--- src/rtl/xbar_pkt_injector.sv ---
// Source side of the 4x4 crossbar req/start handshake: per-port packet FIFOs feed
// 15-bit crossbar words that are launched with start and held until sw_ready.
module xbar_pkt_injector #(
  parameter int DEPTH   = 4,
  parameter int TIMEOUT = 16
) (
  input  logic        clk,
  input  logic        rst,
  input  logic [3:0]  in_valid,
  output logic [3:0]  in_ready,
  input  logic [7:0]  in_dest,
  input  logic [31:0] in_data,
  input  logic        sw_req,
  input  logic        sw_ready,
  output logic        start,
  output logic [14:0] iport0,
  output logic [14:0] iport1,
  output logic [14:0] iport2,
  output logic [14:0] iport3,
  output logic        busy,
  output logic [15:0] round_cnt,
  output logic        err
);

  localparam int AW = $clog2(DEPTH);
  localparam int TW = $clog2(TIMEOUT) + 1;

  typedef enum logic [1:0] {IDLE, START, WAIT} state_t;

  state_t            state, state_nxt;
  logic [3:0]        nempty, full, push, pop, snap;
  logic [3:0][9:0]   head;
  logic [14:0]       word_q [4];
  logic [TW-1:0]     timer;
  logic              timeout, launch, done, abort;

  for (genvar gp = 0; gp < 4; gp++) begin : g_fifo
    logic [9:0]  mem [DEPTH];
    logic [AW:0] wr_ptr, rd_ptr;

    assign nempty[gp] = (wr_ptr != rd_ptr);
    assign full[gp]   = (wr_ptr[AW] != rd_ptr[AW]) && (wr_ptr[AW-1:0] == rd_ptr[AW-1:0]);
    // A pop in the same cycle frees a slot, so a full FIFO may still accept the push.
    assign in_ready[gp] = ~full[gp] | pop[gp];
    assign push[gp]     = in_valid[gp] & in_ready[gp];
    assign head[gp]     = mem[rd_ptr[AW-1:0]];

    always_ff @(posedge clk or posedge rst) begin
      if (rst) begin
        wr_ptr <= '0;
        rd_ptr <= '0;
      end else begin
        if (push[gp]) wr_ptr <= wr_ptr + 1'b1;
        if (pop[gp])  rd_ptr <= rd_ptr + 1'b1;
      end
    end

    always_ff @(posedge clk) begin
      if (push[gp]) mem[wr_ptr[AW-1:0]] <= {in_dest[2*gp +: 2], in_data[8*gp +: 8]};
    end
  end

  assign timeout = (timer == TW'(TIMEOUT - 1));

  always_ff @(posedge clk or posedge rst) begin
    if (rst) state <= IDLE;
    else     state <= state_nxt;
  end

  always_comb begin
    state_nxt = state;
    case (state)
      IDLE:    if (sw_req && (|nempty)) state_nxt = START;
      START:   state_nxt = WAIT;
      WAIT:    if (sw_ready || timeout) state_nxt = IDLE;
      default: state_nxt = IDLE;
    endcase
  end

  always_comb begin
    start  = (state == START);
    busy   = (state != IDLE);
    launch = (state == IDLE) && (state_nxt == START);
    done   = (state == WAIT) && sw_ready;
    abort  = (state == WAIT) && !sw_ready && timeout;
    pop    = done ? snap : 4'b0000;
  end

  // Round datapath: words are captured at launch and held until the round ends.
  always_ff @(posedge clk or posedge rst) begin
    if (rst) begin
      snap      <= '0;
      timer     <= '0;
      round_cnt <= '0;
      err       <= 1'b0;
      for (int p = 0; p < 4; p++) word_q[p] <= '0;
    end else begin
      if (launch) begin
        snap <= nempty;
        for (int p = 0; p < 4; p++)
          word_q[p] <= nempty[p] ? {1'b1, 1'b0, head[p][9:8], 1'b0, 2'(p), head[p][7:0]} : 15'd0;
      end else if (done || abort) begin
        for (int p = 0; p < 4; p++) word_q[p] <= '0;
      end
      if (state == START)     timer <= '0;
      else if (state == WAIT) timer <= timer + TW'(1);
      if (done)  round_cnt <= round_cnt + 16'd1;
      if (abort) err <= 1'b1;
    end
  end

  assign iport0 = word_q[0];
  assign iport1 = word_q[1];
  assign iport2 = word_q[2];
  assign iport3 = word_q[3];

endmodule

--- config.mk ---
export PLATFORM = sky130hd
export DESIGN_NAME = xbar_pkt_injector
export DESIGN_NICKNAME = d
export VERILOG_FILES = /design/src/rtl/xbar_pkt_injector.sv
export SDC_FILE = /design/constraint.sdc
export NUM_CORES = 1
export LEC_CHECK = 0
export CAP_MARGIN = 20
export CORE_ASPECT_RATIO = 1.75
export CORE_MARGIN = 2
export CORE_UTILIZATION = 25
export DETAILED_ROUTE_END_ITERATION = 12
export SLEW_MARGIN = 30
export SYNTH_ARGS = -nofsm -noshare
export SYNTH_HDL_FRONTEND = slang
export SYNTH_SLANG_ARGS = --single-unit
--- constraint.sdc ---
create_clock -name clk -period 4.1 [get_ports clk]
set_clock_uncertainty 0.2 [all_clocks]
set_input_delay 0.41 -clock clk [delete_from_list [all_inputs] [get_ports clk]]
set_output_delay 0.41 -clock clk [all_outputs]
set_load 0.01 [all_outputs]
==> results.md <==
- The most used flip-flop cell after synthesis is edfxtp_1.
- The path class of the tightest hold or removal check is primary input to async pin.
- The run finished with clean final reports.
- The number of antenna violations at the first check in global routing is 1.
- The number of hold violations in the final report came to 0.
- Before antenna repair, the detailed router went through 4 iterations.
- Summing every instance area after synthesis gives 0.01083 mm².
- The final layout contains 874 nets.
- Summed over all layers, the routed wires come to 22290 µm.
- The number of flops mapped to enable cells by yosys is 160.
- The sequential element share of the synthesized area is 66.54%.
- At the end of routability-driven placement, the weighted congestion stood at 0.7067.
- Summing all non-filler instances in the final layout gives an area of roughly 0.013 mm².
- The number of flip-flops and latches in the synthesized netlist is 256.
- Dividing the detail-routed wire length by the instance count gives around 16 µm.
- The worst setup path is of the flip-flop to output pin kind.
- The buffer levels on the longest clock path is 3.
- Buffers placed on the I/O ports in this run total between 100 and 150.
- The final route contains between 5000 and 6000 vias.
- The relative max-transition margin is 47.59%.
- The hold buffer count at cts is 0.
- The area growth from synthesis to layout is 22.97%.
- The maximum fanout encountered on the critical timing path is 8.
- In the synthesized netlist the async set-or-reset flop fraction comes to 37.50%.
- The analysis attributes to cell leakage a power of 0.005333 µW.
- about 130 I/O pins were placed.
- After clock tree synthesis, the setup repair step added 0 buffers.
- The number of H-tree levels is 1.
- The placed instance area is 0.01252 mm².
- The initial utilization of the core area, before any placement, comes to 25.38%.
- Setup repair after global routing left no endpoint under its margin.
- The worst setup path is launched from a flip-flop.
- The number of standard cells after synthesis is 673.
- The maximum ir drop on the vdd rail is ~0.24 mV.
- In this run the power density over the cells is 721.7 mW/mm².
- The layout cell share with drive strength beyond 1 is 8.323%.
- For this design, the slowest cell found on the critical path is clkdlybuf4s50_1.
- After routing, the total negative slack on setup checks comes to 0 ns.
- The core region is 0.04267 mm².
- The number of nets still failing antenna checks after routing is 0.
- The final count of negative-setup-slack endpoints is 0.
- The worst setup path is captured at an output pin.
- Cells fill 31.21% of the core in the end.
- OpenSTA, run right after detailed placement, puts the worst setup slack at about 0.86 ns.
- The floorplan die height is 279.3 µm.
- The number of gates resized after CTS was 0.
- The max-slew violation count is 0.
- The via count of the first global-routing pass was slightly above 6000.
- The horizontal extent of the die is 161.3 µm.
- The latest clock arrival within the worst-skew pair is 0.53 ns.
- Counting both buffers and inverters, the worst setup path holds a total of 2.
- Clock-pin slew was measured on the worst setup and hold paths at 0.07 ns.
- The count of unique library cells instantiated by Yosys is 44.
- The signal on the critical path passes through inv_1, ha_1, nand2_1, o2111ai_1, clkdlybuf4s50_1.
- After detailed routing, the number of remaining DRC violations is 0.
- The final clock period utilization by the worst path is between 80 and 90%.
- The placed wire-length estimate after detailed placement is 15960 µm.
- After detailed routing, the number of vias per cell comes to just over 4.
- Setup slack closes at ~0.52 ns.
- The wire length of the first global-routing pass is 34930 µm.
- The largest net degree at the start of global routing is 57.
- Across the run, the number of max-cap violations was 0.
- STA puts the critical path data arrival time at around 3.0 ns.
- On the final layout, the worst hold slack is 0.1831 ns.
- The sum of overflow across all layers after global routing is 0.
- On the worst path, the slowest cell contributes a delay of 0.68 ns.
- The clock net in this run drives a total of 256 sinks.
- The final critical delay including setup and external delays is around 3.6 ns.
- The floorplan step defined a die boundary enclosing 0.04507 mm².
- For the worst setup path, the data required time is 3.49 ns.
- The count of routing violations after the opening detailed-route iteration is 256.
- The post-synthesis average cell area is 16.09 µm².
- In this design, the largest share of critical-path delay is due to buffers and inverters.
- For the pin with the worst max-slew slack, the measured transition is 0.7862 ns.
- The cell at the root of the clock tree is clkbuf_16.
- The antenna diode count is 0.
- TritonCTS built the clock tree.
- Counting the buffers created by CTS gives 25.
- The number of rows in the core area is 100.
- The Yosys step of the flow raised 0 warnings.
- Derived from the worst setup path, the maximum achievable clock frequency is 0.2795 GHz.
- In the global route stage, overall resource usage came out at 9.937%.
## registers in the layout, summed over array words and instances (netlist names)
name / cells
iport0: 11
g_fifo.mem: 160
g_fifo.wr_ptr: 12
round_cnt: 16
snap: 4
timer: 5
state: 2
err: 1
g_fifo.rd_ptr: 12
iport2: 11
iport1: 11
iport3: 11
## per-layer routing
layer	wire (µm)	global-route usage, %	vias up
met5	0	0	-
met4	626	3.869	0
met3	696	1.214	31
met2	12690	19.99	116
met1	8282	10.19	2836
li1	-	-	2721
## logic make-up after synthesis
logic type / Yosys count / synth area share, %
AND/OR/NAND/NOR: 159 / 6.758
adder cells (fa/ha/maj): 27 / 3.119
other: 1 / 0.03462
flip-flops: 256 / 66.54
multiplexers: 85 / 13.64
buffers and inverters: 61 / 3.766
AO/OA/AOI/OAI: 41 / 2.657
XOR/XNOR: 43 / 3.477
## where the power goes
part | internal, µW | switching (µW)
sequential | 3540 | 469
combinational | 1660 | 1690
clock | 1270 | 986
## cells in the mapped netlist (all sizes together) (14+ instances only)
| library cell | instances | area [µm²] |
|---|---|---|
| and3 | 21 | 131.4 |
| xnor2 | 33 | 289.0 |
| nand2 | 105 | 394.1 |
| o21ai | 17 | 96.34 |
| dfrtp | 96 | 2402 |
| mux4 | 40 | 1021 |
| edfxtp | 160 | 4805 |
| ha | 27 | 337.8 |
| inv | 22 | 82.58 |
| mux2i | 40 | 400.4 |
| buf | 25 | 192.7 |
| clkbuf | 14 | 132.6 |
## layout make-up
type | instances | area, µm²
clock buffer | 31 | 658.1
clock inverter | 14 | 136.4
fill | 4146 | 29350
inverter | 22 | 85.08
multi-input combinational | 367 | 3268
sequential | 256 | 7207
tap | 561 | 701.9
timing repair buffer | 127 | 1261
## worst paths after layout
| check | from | to | slack [ns] | cells past startpoint |
|---|---|---|---|---|
| setup / recovery | state[0] | in_ready[3] | 0.52 | 5 |
| hold / removal | rst | iport3[2] | 0.18 | 2 |
| setup reg to reg | state[0] | g_fifo[0].mem[3][6] | 1.11 | 5 |
| hold reg to reg | round_cnt[15] | round_cnt[15] | 0.28 | 1 |
| max in group asynchronous | rst | iport2[1] | 2.78 | 3 |
| min in group clk | round_cnt[15] | round_cnt[15] | 0.28 | 1 |
## cells in the final DEF, fill, tap and decap left out, types with 3 or more instances in the layout
master,count
ha_1,27
o21a_1,3
mux4_1,32
nand3b_1,3
clkinvlp_4,3
o21bai_1,4
buf_4,8
nor3_1,3
clkdlybuf4s50_1,118
clkbuf_1,5
nor2_1,5
mux4_2,8
mux2_2,5
clkbuf_16,25
nand2_1,105
inv_1,21
conb_1,12
nand3_1,10
xor2_1,10
o2111ai_1,4
o21ai_0,11
o21ai_1,4
and3_1,21
xnor2_1,33
edfxtp_1,160
mux2i_1,40
and2_1,5
clkinv_2,4
dfrtp_1,96
## through the flow
step | std cells | power, µW
2_1_floorplan | 684 | 6307
3_3_place_gp | 1333 | 7436
3_5_place_dp | 1333 | 7537
4_1_cts | 1378 | 9831
5_1_grt | 1378 | 10260
6_report | 1378 | 9611
Power figures use the tool's default switching activity.
